--- src/rtl/sub_cmd_issuer.sv ---
`default_nettype none
// ============================================================================
// Module   : sub_cmd_issuer
// Purpose  : Issues ARM -> gap -> FIRE on a sub-style target's func bus and
//            reports done/error. Optional retry: define SUB_CMD_RETRY_EN.
// Revision : 1.0 - initial release
// ============================================================================
module sub_cmd_issuer #(
  parameter int GAP_CYCLES = 2,
  parameter int TIMEOUT    = 8,
  parameter int MAX_RETRY  = 2
) (
  input  logic       clk_i,
  input  logic       rst_ni,
  input  logic       req_valid_i,
  output logic       req_ready_o,
  input  logic       target_out_i,
  output logic [1:0] func_o,
  output logic       busy_o,
  output logic       done_o,
  output logic       error_o
);

  localparam logic [2:0] C_IDLE = 3'd0;
  localparam logic [2:0] C_ARM  = 3'd1;
  localparam logic [2:0] C_GAP  = 3'd2;
  localparam logic [2:0] C_FIRE = 3'd3;
  localparam logic [2:0] C_WAIT = 3'd4;
  localparam logic [2:0] C_DONE = 3'd5;
  localparam logic [2:0] C_ERR  = 3'd6;

  localparam logic [7:0] C_GAP_LOAD = 8'((GAP_CYCLES > 0) ? (GAP_CYCLES - 1) : 0);
  localparam logic [7:0] C_TIMEOUT  = 8'(TIMEOUT);

  logic [2:0] state_q, state_d;
  logic       armed_q, armed_d;
  logic [7:0] cnt_q,   cnt_d;
  logic [7:0] w_cnt_inc;

  assign w_cnt_inc = cnt_q + 8'd1;

`ifdef SUB_CMD_RETRY_EN
  localparam logic [7:0] C_MAX_RETRY = 8'(MAX_RETRY);
  logic [7:0] retry_q, retry_d;
`else
  logic [7:0] w_unused_max_retry;
  assign w_unused_max_retry = 8'(MAX_RETRY);
`endif

  always_comb begin
    state_d = state_q;
    armed_d = armed_q;
    cnt_d   = cnt_q;
`ifdef SUB_CMD_RETRY_EN
    retry_d = retry_q;
`endif
    case (state_q)
      C_IDLE: begin
        if (req_valid_i && req_ready_o) begin
          // An already-armed target only needs the FIRE command
          state_d = armed_q ? C_FIRE : C_ARM;
`ifdef SUB_CMD_RETRY_EN
          retry_d = 8'd0;
`endif
        end
      end
      C_ARM: begin
        armed_d = 1'b1;
        if (GAP_CYCLES > 0) begin
          state_d = C_GAP;
          cnt_d   = C_GAP_LOAD;
        end else begin
          state_d = C_FIRE;
        end
      end
      C_GAP: begin
        if (cnt_q == 8'd0) begin
          state_d = C_FIRE;
        end else begin
          cnt_d = cnt_q - 8'd1;
        end
      end
      C_FIRE: begin
        cnt_d   = 8'd0;
        state_d = C_WAIT;
      end
      C_WAIT: begin
        if (target_out_i) begin
          state_d = C_DONE;
        end else begin
          cnt_d = w_cnt_inc;
          if (w_cnt_inc == C_TIMEOUT) begin
`ifdef SUB_CMD_RETRY_EN
            if (retry_q < C_MAX_RETRY) begin
              retry_d = retry_q + 8'd1;
              armed_d = 1'b0;
              state_d = C_ARM;
            end else begin
              state_d = C_ERR;
            end
`else
            state_d = C_ERR;
`endif
          end
        end
      end
      C_DONE: state_d = C_IDLE;
      C_ERR: begin
        armed_d = 1'b0;
        state_d = C_IDLE;
      end
      default: state_d = C_IDLE;
    endcase
  end

  always_ff @(posedge clk_i or negedge rst_ni) begin
    if (!rst_ni) begin
      state_q <= C_IDLE;
      armed_q <= 1'b0;
      cnt_q   <= 8'd0;
`ifdef SUB_CMD_RETRY_EN
      retry_q <= 8'd0;
`endif
    end else begin
      state_q <= state_d;
      armed_q <= armed_d;
      cnt_q   <= cnt_d;
`ifdef SUB_CMD_RETRY_EN
      retry_q <= retry_d;
`endif
    end
  end

  // Ready is gated by reset so nothing can be accepted while rst_ni is low
  assign req_ready_o = (state_q == C_IDLE) && rst_ni;
  assign func_o      = (state_q == C_ARM)  ? 2'd1 :
                       (state_q == C_FIRE) ? 2'd2 : 2'd0;
  assign busy_o      = (state_q != C_IDLE);
  assign done_o      = (state_q == C_DONE);
  assign error_o     = (state_q == C_ERR);

endmodule
`default_nettype wire

--- config.mk ---
export PLATFORM = sky130hd
export DESIGN_NAME = sub_cmd_issuer
export DESIGN_NICKNAME = d
export VERILOG_FILES = /design/src/rtl/sub_cmd_issuer.sv
export SDC_FILE = /design/constraint.sdc
export NUM_CORES = 1
export LEC_CHECK = 0
export BUFFER_PORTS_ARGS = -buffer_cell sky130_fd_sc_hd__buf_2
export CORE_AREA = 2 2 62 64
export DETAILED_ROUTE_END_ITERATION = 8
export DIE_AREA = 0 0 64 66
export HOLD_SLACK_MARGIN = 0.08
export PLACE_DENSITY = 0.5
export SLEW_MARGIN = 20
export SYNTH_ARGS = -nofsm -noshare
export SYNTH_HDL_FRONTEND = slang
export SYNTH_SLANG_ARGS = --single-unit
--- constraint.sdc ---
create_clock -name clk_i -period 2.9 [get_ports clk_i]
set_input_delay 0.145 -clock clk_i [delete_from_list [all_inputs] [get_ports clk_i]]
set_output_delay 0.145 -clock clk_i [all_outputs]
set_load 0.01 [all_outputs]
# After elaboration in Yosys (flattened, before gate mapping)
# Cells that the tools add are included.
# totals
latch_bits	0
register_bits	12
mem_bits_ro	0
out_inout_bits	6
mem_count	0
mem_bits_rw	0
# classes
reduce_logical	9
n_bitwise	0
n_mul	0
div_mod_pow	0
addsub	2
shifts	0
eq_ne	12
n_lt_le_gt_ge	0
n_mux	12
# op_table
operator	n
one-hot mux 8 bit (4 select lines)	1
2-to-1 mux 8 bit	2
one-hot mux 3 bit (5 select lines)	1
2-to-1 mux 3 bit	4
equality test 3 bit, second input constant	3
adder 8 x 1 -> 8 bit, second input constant	1
equality test 8 x 4 -> 1 bit, second input constant	1
zero test 8 bit	1
!= test 2 bit, second input constant	4
subtractor 8 x 1 -> 8 bit, second input constant	1
equality test 3 x 2 -> 1 bit, second input constant	2
2-to-1 mux 2 bit	3
AND reduction 3 bit	2
nonzero test 4 bit	1
equality test 3 x 1 -> 1 bit, second input constant	1
zero test 3 bit	1
!= test 3 bit, second input constant	1
nonzero test 3 bit	1
logical AND 1 bit	2
one-hot mux 1 bit (2 select lines)	1
nonzero test 2 bit	1

# Longest topological paths before layout
# logic_depth
ltp_word	5
ltp_mapped	6

# Least setup slack after synthesis
# Ideal clock, no wire load.
# synth_path
kind	reg2reg
start	register cnt_q[0]
end	register cnt_q[0]
slack_ps	901
stages_incl_launch_ff	7
t_required_ps	2761
path_buffers	0
setup_ps	139
t_arrival_ps	1860
path_cell_list	dfrtp_1 inv_1 ha_1 nor4b_2 nand3_2 and4_1 or4_4
# synth_via
elab_chain_len	3
# synth_lines
item	line_no	source
start: declaration	37	logic [7:0] cnt_q, cnt_d;
start signal: assignment	127	cnt_q <= cnt_d;
adder 8 x 1 -> 8 bit, or another cell as far along	40	assign w_cnt_inc = cnt_q + 8'd1;
2-to-1 mux 8 bit, or another cell as far along	88	if (target_out_i) begin
one-hot mux 8 bit (4 select lines) / AND reduction 3 bit (equally long branches)	n/a	
# Parallel ways exist; a longest one is shown, timed or not. The select of a mux whose other input is x is not followed.
# A chain may end at the register's enable or synchronous reset.

# Final worst setup path
# Same ends and word-level chain as after synthesis.

==> reports/qor.csv <==
metric,value,unit
insertion_delay,280,ps
hold_ws,133,ps
finalCriticalPeriod,2220,ps
numClockSinks,12,
fin_cells,170,
r2r_setup_slack,680,ps
port_buffers,9,
p_int,0.641,mW
rows,22,
synth_top_flop_cell,dfrtp_1,
pwr-share-seq,31.3,%
io_pins,10,
reg2regPathDepth,6,
switching_share,49.1,%
max_cap_viol_count,0,
cp.required,3060,ps
hold_viol_final,0,
cp-start-kind,flop,
holdBufCountCts,1,
grt_overflow,0,
drt_wl_total,2560,µm
ant_nets,0,
ir_worst_vdd,0.000408,V
worstHoldStart,target_out_i,
hp-class,input pin to flop,
diodes,0,
ys_seq_elements,12,
critPathMaxFanout,8,
min_path_cells,3,
die_y,66,µm
pwr_density_cell,1130,nW/µm²
outcome,"complete, no violations",
pre_cts_ws,709,ps
crit_arrival,2380,ps
syn_avg_cell_area,8.73,µm²
fill_cells,397,
post-cts-setup-buffers,0,
slew_viol_final,0,
syn_inst,117,
vias,969,
async_reset_ff_share,100,%
wl_per_cell,15.1,µm
nets,130,
coreArea,3550,µm²
r2r-start,cnt_q[0],
finalCritPeriodShare,76.5,%
grt_antenna_before_repair,0,
htreeDepth,1,
ys_warn_count,0,
die_area,4220,µm²
clockRootBuffer,clkbuf_4,
fp.dieW,64,µm
gp_congestion,0.961,
layout-drive-gt1-share,20.5,%
critPathCaptureType,flop,
tns,0,ps
combPwrFrac,60.2,%
drcViolationCount,0,
grt_pass1_wl,4460,µm
layout_commonest_cell,dfrtp_1,
grtUsageTotal,13.4,%
grt_max_degree,16,
dp.cells,166,
drtIter0Drc,88,
clkPwrFrac,8.5,%
cts_made_buffers,3,
syn_area,1020,µm²
placed_cell_area,1080,µm²
r2r_end,cnt_q[0],
postCtsResizedCells,0,
slew_headroom,61.7,%
synth_cell_types,48,
finalPower,1.26,mW
power_leakage,0.447,nW
syn_nets,123,
holdPathEnd,state_q[0],
cts_tree,built,
fin_util,31.4,%
worstSetupPathType,flop to flop,
first_pass_iters,4,
dp_hpwl,1890,µm
yosysSeqAreaShare,29.4,%
setup_viol,0,
synth_edf_count,0,
areaGrowthSynthToFinish,9.19,%
start_util,28.8,%
detail_route.vias_per_cell,5.70,
worst_pin_slew,573,ps
design_area,1110,µm²
switching_power,0.618,mW
clk_pin_slew,80,ps
rsz0062_at_grt,false,
grt_pass1_vias,928,
cts_max_path_buffers,2,
skew,4.71,ps
mostFrequentLayoutCells,"dfrtp_1 (12), nor2_1 (10), buf_2 (9)",
worst_slack,681,ps
clock.fmax,451,MHz
## logic make-up (layout without fill, tap and decap cells)
logic type / count (synthesis) / count (layout) / share of synthesized area [%]
multiplexers: 2 / 2 / 2.21
buffers and inverters: 13 / 18 / 6.13
AND/OR/NAND/NOR: 53 / 53 / 33.6
AO/OA/AOI/OAI: 35 / 35 / 26.2
adder cells (fa/ha/maj): 2 / 2 / 2.45
flip-flops: 12 / 12 / 29.4
## state kept, by name, summed over array words and instances, names as in the netlist
register  cells
armed_q       1
cnt_q         8
state_q       3
## cells in the mapped netlist, types with 3 or more instances
cell	n	area [µm²]
nor2_1	10	37.5
a32o_1	4	40.0
nand2_1	7	26.3
clkbuf_1	3	11.3
o221ai_1	4	35.0
and4_1	3	26.3
nand3_1	7	35.0
a221o_1	4	40.0
a21oi_1	5	25.0
o21ai_0	5	25.0
dfrtp_1	12	300
inv_1	5	18.8
## power by group through the flow
stage	combinational (mW)	clock (mW)	sequential, mW
after floorplan	0.683	0	0.302
after detailed placement	0.751	0	0.397
final	0.758	0.107	0.394
after global routing	0.840	0.128	0.413
after CTS	0.757	0.115	0.393
after global placement	0.759	0	0.396
## routing by layer
| metal | share of wire [%] | GRT usage (%) |
|---|---|---|
| met1 | 46 | 17.3 |
| met2 | 47 | 21.9 |
| met3 | 5.7 | 3.41 |
| met4 | 0.47 | 4.35 |
| met5 | 0 | 0 |
## area by class of cell
type | instances | area (µm²) | share of cell area [%]
inverters | 5 | 18.8 | 1.68
well taps | 48 | 60.1 | 5.39
flip-flops and latches | 12 | 300 | 26.9
repair buffers | 10 | 55.1 | 4.94
multi-input cells | 92 | 658 | 59.0
clock buffers | 3 | 22.5 | 2.02
## worst max-delay path, cell delays in order (launching register included)
cell	delay [ps]
dfrtp_1	470
inv_1	140
ha_1	210
nor4b_2	390
nand3_2	160
and4_1	240
or4_4	490
## how the worst max path moves through the flow
stage	cells past startpoint	endpoint	start	slack, ps
detailed placement	6	cnt_q[0]	cnt_q[0]	710
finish	6	cnt_q[0]	cnt_q[0]	680
global route	6	cnt_q[2]	cnt_q[0]	500
CTS	6	cnt_q[0]	cnt_q[0]	690
global placement	6	cnt_q[0]	cnt_q[0]	780
floorplan	6	cnt_q[0]	cnt_q[0]	900
No activity file was read; power rests on OpenSTA's default activity.
